## src/rtl/tdm_pkg.sv

```systemverilog
// Shared types and helpers for the TDM receive demultiplexer.
package tdm_pkg;

  localparam int unsigned DEF_WIDTH = 4;
  localparam int unsigned DEF_SLOTS = 2;

  typedef enum logic {
    HUNT   = 1'b0,
    LOCKED = 1'b1
  } state_t;

  // A slot index needs at least one bit, even for degenerate slot counts.
  function automatic int unsigned slot_bits(input int unsigned slots);
    return (slots > 2) ? $clog2(slots) : 1;
  endfunction

endpackage

```

## src/rtl/tdm_slot_ctr.sv

```systemverilog
// Modulo-SLOTS slot index counter with load-to-1, clear and last-slot flag.
module tdm_slot_ctr
  import tdm_pkg::*;
#(
  parameter int unsigned SLOTS = DEF_SLOTS,
  parameter int unsigned SW    = slot_bits(SLOTS)
) (
  input  logic          clk,
  input  logic          rst,
  input  logic          en,
  input  logic          load1,
  input  logic          clr,
  output logic [SW-1:0] count,
  output logic          last
);

  localparam logic [SW-1:0] LAST_IDX = SW'(SLOTS - 1);
  localparam logic [SW-1:0] ONE      = SW'(1);

  // Clear outranks load, which outranks a plain increment.
  always_ff @(posedge clk or posedge rst) begin
    if (rst) begin
      count <= '0;
    end else if (clr) begin
      count <= '0;
    end else if (load1) begin
      count <= ONE;
    end else if (en) begin
      count <= last ? '0 : count + ONE;
    end
  end

  assign last = (count == LAST_IDX);

endmodule

```

## src/rtl/tdm_demux_4.sv

```systemverilog
// TDM receive demultiplexer: steers SYNC-aligned beats into per-slot shadows
// and publishes each complete frame on dout with a one-cycle dvalid pulse.
module tdm_demux_4
  import tdm_pkg::*;
#(
  parameter int unsigned WIDTH = DEF_WIDTH,
  parameter int unsigned SLOTS = DEF_SLOTS
) (
  input  logic                        clk,
  input  logic                        rst,
  input  logic [WIDTH-1:0]            sdata,
  input  logic                        svalid,
  input  logic                        sync,
  output logic [SLOTS*WIDTH-1:0]      dout,
  output logic                        dvalid,
  output logic [slot_bits(SLOTS)-1:0] slot,
  output logic                        sync_err
);

  localparam int unsigned SW = slot_bits(SLOTS);

  if (SLOTS < 2 || SLOTS > 16) begin : g_bad_slots
    $error("tdm_demux_4: SLOTS must be within 2..16");
  end

  state_t state_q, state_d;

  logic          ctr_en, ctr_load1, ctr_clr, ctr_last;
  logic          wr_en, set_err, frame_done;
  logic [SW-1:0] wr_idx;

  logic [WIDTH-1:0]       shadow [SLOTS];
  logic [SLOTS*WIDTH-1:0] frame;

  tdm_slot_ctr #(
    .SLOTS (SLOTS),
    .SW    (SW)
  ) u_slot_ctr (
    .clk   (clk),
    .rst   (rst),
    .en    (ctr_en),
    .load1 (ctr_load1),
    .clr   (ctr_clr),
    .count (slot),
    .last  (ctr_last)
  );

  always_ff @(posedge clk or posedge rst) begin
    if (rst) begin
      state_q <= HUNT;
    end else begin
      state_q <= state_d;
    end
  end

  always_comb begin
    state_d    = state_q;
    ctr_en     = 1'b0;
    ctr_load1  = 1'b0;
    ctr_clr    = 1'b0;
    wr_en      = 1'b0;
    wr_idx     = slot;
    set_err    = 1'b0;
    frame_done = 1'b0;
    if (svalid) begin
      unique case (state_q)
        HUNT: begin
          if (sync) begin
            wr_en     = 1'b1;
            wr_idx    = '0;
            ctr_load1 = 1'b1;
            state_d   = LOCKED;
          end
        end
        LOCKED: begin
          if (sync) begin
            // An early sync restarts the frame; stale upper shadows are
            // harmless because every slot is rewritten before completion.
            wr_en     = 1'b1;
            wr_idx    = '0;
            ctr_load1 = 1'b1;
            set_err   = (slot != '0);
          end else if (slot == '0) begin
            set_err = 1'b1;
            state_d = HUNT;
          end else begin
            wr_en = 1'b1;
            if (ctr_last) begin
              frame_done = 1'b1;
              ctr_clr    = 1'b1;
            end else begin
              ctr_en = 1'b1;
            end
          end
        end
        default: state_d = HUNT;
      endcase
    end
  end

  always_ff @(posedge clk or posedge rst) begin
    if (rst) begin
      for (int unsigned i = 0; i < SLOTS; i++) begin
        shadow[i] <= '0;
      end
    end else if (wr_en) begin
      shadow[wr_idx] <= sdata;
    end
  end

  // The final slot bypasses its shadow so the frame publishes on the same edge.
  always_comb begin
    frame = '0;
    for (int unsigned i = 0; i < SLOTS; i++) begin
      frame[i*WIDTH +: WIDTH] = (i == SLOTS - 1) ? sdata : shadow[i];
    end
  end

  always_ff @(posedge clk or posedge rst) begin
    if (rst) begin
      dout     <= '0;
      dvalid   <= 1'b0;
      sync_err <= 1'b0;
    end else begin
      dvalid <= frame_done;
      if (frame_done) begin
        dout <= frame;
      end
      if (set_err) begin
        sync_err <= 1'b1;
      end
    end
  end

endmodule

```

## config.mk

```make
export PLATFORM = sky130hd
export DESIGN_NAME = tdm_demux_4
export DESIGN_NICKNAME = d
export VERILOG_FILES = /design/src/rtl/tdm_pkg.sv /design/src/rtl/tdm_slot_ctr.sv /design/src/rtl/tdm_demux_4.sv
export SDC_FILE = /design/constraint.sdc
export NUM_CORES = 1
export LEC_CHECK = 0
export BUFFER_PORTS_ARGS = -buffer_cell sky130_fd_sc_hd__buf_2
export CORE_UTILIZATION = 47
export DETAILED_ROUTE_END_ITERATION = 6
export PLACE_DENSITY_LB_ADDON = 0.2
export SLEW_MARGIN = 0
export SYNTH_ARGS = -nofsm -noshare
export SYNTH_HDL_FRONTEND = slang
export SYNTH_SLANG_ARGS = --single-unit
```

## constraint.sdc

```tcl
create_clock -name clk -period 1.72 [get_ports clk]
set_input_delay 0.172 -clock clk [delete_from_list [all_inputs] [get_ports clk]]
set_output_delay 0.172 -clock clk [all_outputs]
set_load 0.01 [all_outputs]
```

==> summary.txt <==
Worst setup path
  – Kind of critical path: flop to flop
  – Reg-to-Reg End: frame[0]$_DFFE_PP0P_
  – Crit path max fanout: 4
  – Worst stage delay on the critical path: 0.43 ns
  – CP top delay family: compound AO/OA/AOI/OAI gates
  – Worst Path Arrival: 1.77 ns
  – R2R Path Start: u_slot_ctr.count$_DFFE_PP0P_
  – CP bufs+invs: 1
  – Slowest stage cell, crit path: a2111oi_4
  – Worst-case reg-to-reg path depth: 4
  – Worst R2R Setup Slack: 0.13 ns
  – Critical Path RT: 1.89 ns
  – Worst Setup Start Kind: flop
  – Stages on worst setup path: 4
  – CP cell instances: inv_1, ha_1, a2111oi_4, mux2_2
  – CP endpoint kind: flop

STA
  – Post-route setup slack: 0.127 ns
  – Achievable Freq: 628 MHz
  – Fin. max-slew vios: 0
  – Slew of the pin with the lowest slew margin: 0.573 ns
  – Setup TNS: 0 ns
  – Fin crit share: 0.926
  – WHS: 0.133 ns
  – Worst clock skew: 0.00223 ns
  – Tmin final: 1.59 ns
  – RSZ-0062 raised after global routing: false
  – Final setup fails: 0
  – Hold Fails Final Rpt: 0
  – Slew headroom: 0.618

Floorplan
  – Core area: 0.00128 mm2
  – Row count: 13
  – Die W: 39.2 um
  – Starting Density: 0.505
  – I/O pin total: 19
  – Die Height: 39.2 um
  – Die area: 0.00153 mm2

Clocking
  – Postcts setup bufs: 0
  – CTS H-Tree Depth: 1
  – Clock Tree Buf Depth: 2
  – Resized cells post-CTS: 0
  – Num CTS Buffers: 3
  – CTS sink count: 16
  – CTS tree: done
  – Worst-Skew Late Latency: 0.28 ns
  – Clk slew on worst S/H paths: 0.09 ns
  – Clock Tree Root: clkbuf_4

GRT
  – Grt met2 use: 0.308
  – First-pass GRT wire length: 1.79 mm
  – Vias in the first global route: 409
  – Met3 Use GR: 0.0520
  – Pin count of the biggest net entering global routing: 17
  – Initial antenna violation count: 0
  – Top Usage Layer GRT: met2
  – GRT Overall Usage: 0.185
  – GR Util met1: 0.209
  – Gr ovfl total: 0

Finish
  – Filler instances: 108
  – Storage cell area: 400 um2
  – Most frequent cells in the layout: buf_2 (18), dfrtp_1 (16), mux2_2 (12), inv_1 (4), clkbuf_4 (3)
  – Finished Layout Cells: 83
  – Nets@finish: 79
  – Synth-to-layout area growth: 25.0%
  – Layout cells sized above 1: 0.544
  – Area of the multi-input gates: 230 um2
  – Commonest non-fill, non-tap cell in the layout: buf_2
  – N_diodes: 0

Logic synthesis
  – Ys Warns: 0
  – Largest cells by area after synthesis: dfrtp_1 (62%), mux2_2 (21%), a2111oi_4 (4.2%)
  – Seq/Total Area, Yosys: 0.617
  – Top-area cell type share of the netlist area: 0.617
  – Avg Synthesized Cell Area: 14.8 um2
  – Netlist cell types: 13
  – Post-Syn Instances: 44
  – Cell taking the most area after synthesis: dfrtp_1
  – Synthesized cell area: 649 um2
  – Synthesized Nets: 54
  – Yosys reg bits: 16

Min path
  – Hold Path Depth: 2
  – Hold WC Path Type: primary input to flop
  – WHS Endpoint: frame[1]$_DFFE_PP0P_
  – Hold Startpoint: sdata[1]

Power and ir drop
  – PwrDens: 1570 mW/mm2
  – Pleak: 0.000391 uW
  – Peak VDD IR: 0.897 mV
  – Pwr Total: 1280 uW

Flow run
  – Max-cap violation count: 0

Routing
  – Vias per cell: 5.08
  – Initial DRC count: 8
  – WL/cell: 12.9 um
  – Post-route DRC: 0
  – First-pass DRT Iterations: 4
  – ANT nets after route: 0
  – Vias post-DR: 422
  – Final wirelength: 1.07 mm

Place
  – Final Wtd Congestion: 0.664
  – Dpl ws: 0.0744 ns
  – Port-buffer cells: 18
  – Placed cells: 78

Outcome
  – Status: finished clean
-- timing repair --
action	in CTS	in global routing
hold buffers	1	0
setup endpoints to repair	0	4
endpoints found under the hold margin	16	0
-- metal layers --
metal / part of all wire / wire [um]
met5: 0 / 0
met3: 0.050 / 54
met2: 0.51 / 543
met1: 0.43 / 463
met4: 0.0093 / 10
-- how the worst max path moves through the flow --
stage / startpoint / end / slack, ns
3_5_place_dp: u_slot_ctr.count$_DFFE_PP0P_ / frame[3]$_DFFE_PP0P_ / 0.07
5_1_grt: u_slot_ctr.count$_DFFE_PP0P_ / frame[3]$_DFFE_PP0P_ / 0.03
3_3_place_gp: u_slot_ctr.count$_DFFE_PP0P_ / frame[0]$_DFFE_PP0P_ / 0.13
4_1_cts: u_slot_ctr.count$_DFFE_PP0P_ / frame[3]$_DFFE_PP0P_ / 0.06
2_1_floorplan: u_slot_ctr.count$_DFFE_PP0P_ / frame[0]$_DFFE_PP0P_ / 0.13
6_report: u_slot_ctr.count$_DFFE_PP0P_ / frame[0]$_DFFE_PP0P_ / 0.13
-- power by group --
part | internal, uW | switching, uW
clock network | 129 | 115
logic | 230 | 186
registers | 532 | 85.4
total | 891 | 387
-- final cells by class --
class | count | area share
repair buffers | 20 | 0.133
flip-flops and latches | 16 | 0.493
clock buffers | 4 | 0.0447
well taps | 15 | 0.0231
multi-input cells | 23 | 0.284
inverters | 5 | 0.0231
-- logic make-up after synthesis --
group / Yosys count / synth area share
buf+inv: 5 / 0.0289
simple gates: 4 / 0.0289
mux: 12 / 0.208
fa+ha+maj: 2 / 0.0385
flops: 16 / 0.617
compound gates: 5 / 0.0790
-- cells in the mapped netlist --
cell type	count
a2111oi_4	1
mux2_2	12
dfrtp_1	16
ha_1	2
a21oi_1	2
nor2_2	1
nor2_1	1
inv_1	4
a31oi_1	1
clkinv_1	1
nand3_1	1
nand2_1	1
o21bai_1	1
-- metrics by stage --
step	area, um2	util
3_5_place_dp	766	0.596
5_1_grt	812	0.632
4_1_cts	812	0.632
6_report	812	0.632
3_3_place_gp	766	0.596
2_1_floorplan	649	-
-- sequential cells by signal (all words and copies together) (netlist names) --
signal and flops:
dout 8, frame 4, dvalid 1, state_q 1, sync_err 1, u_slot_ctr.count 1
(Power assumes the default switching activity.)
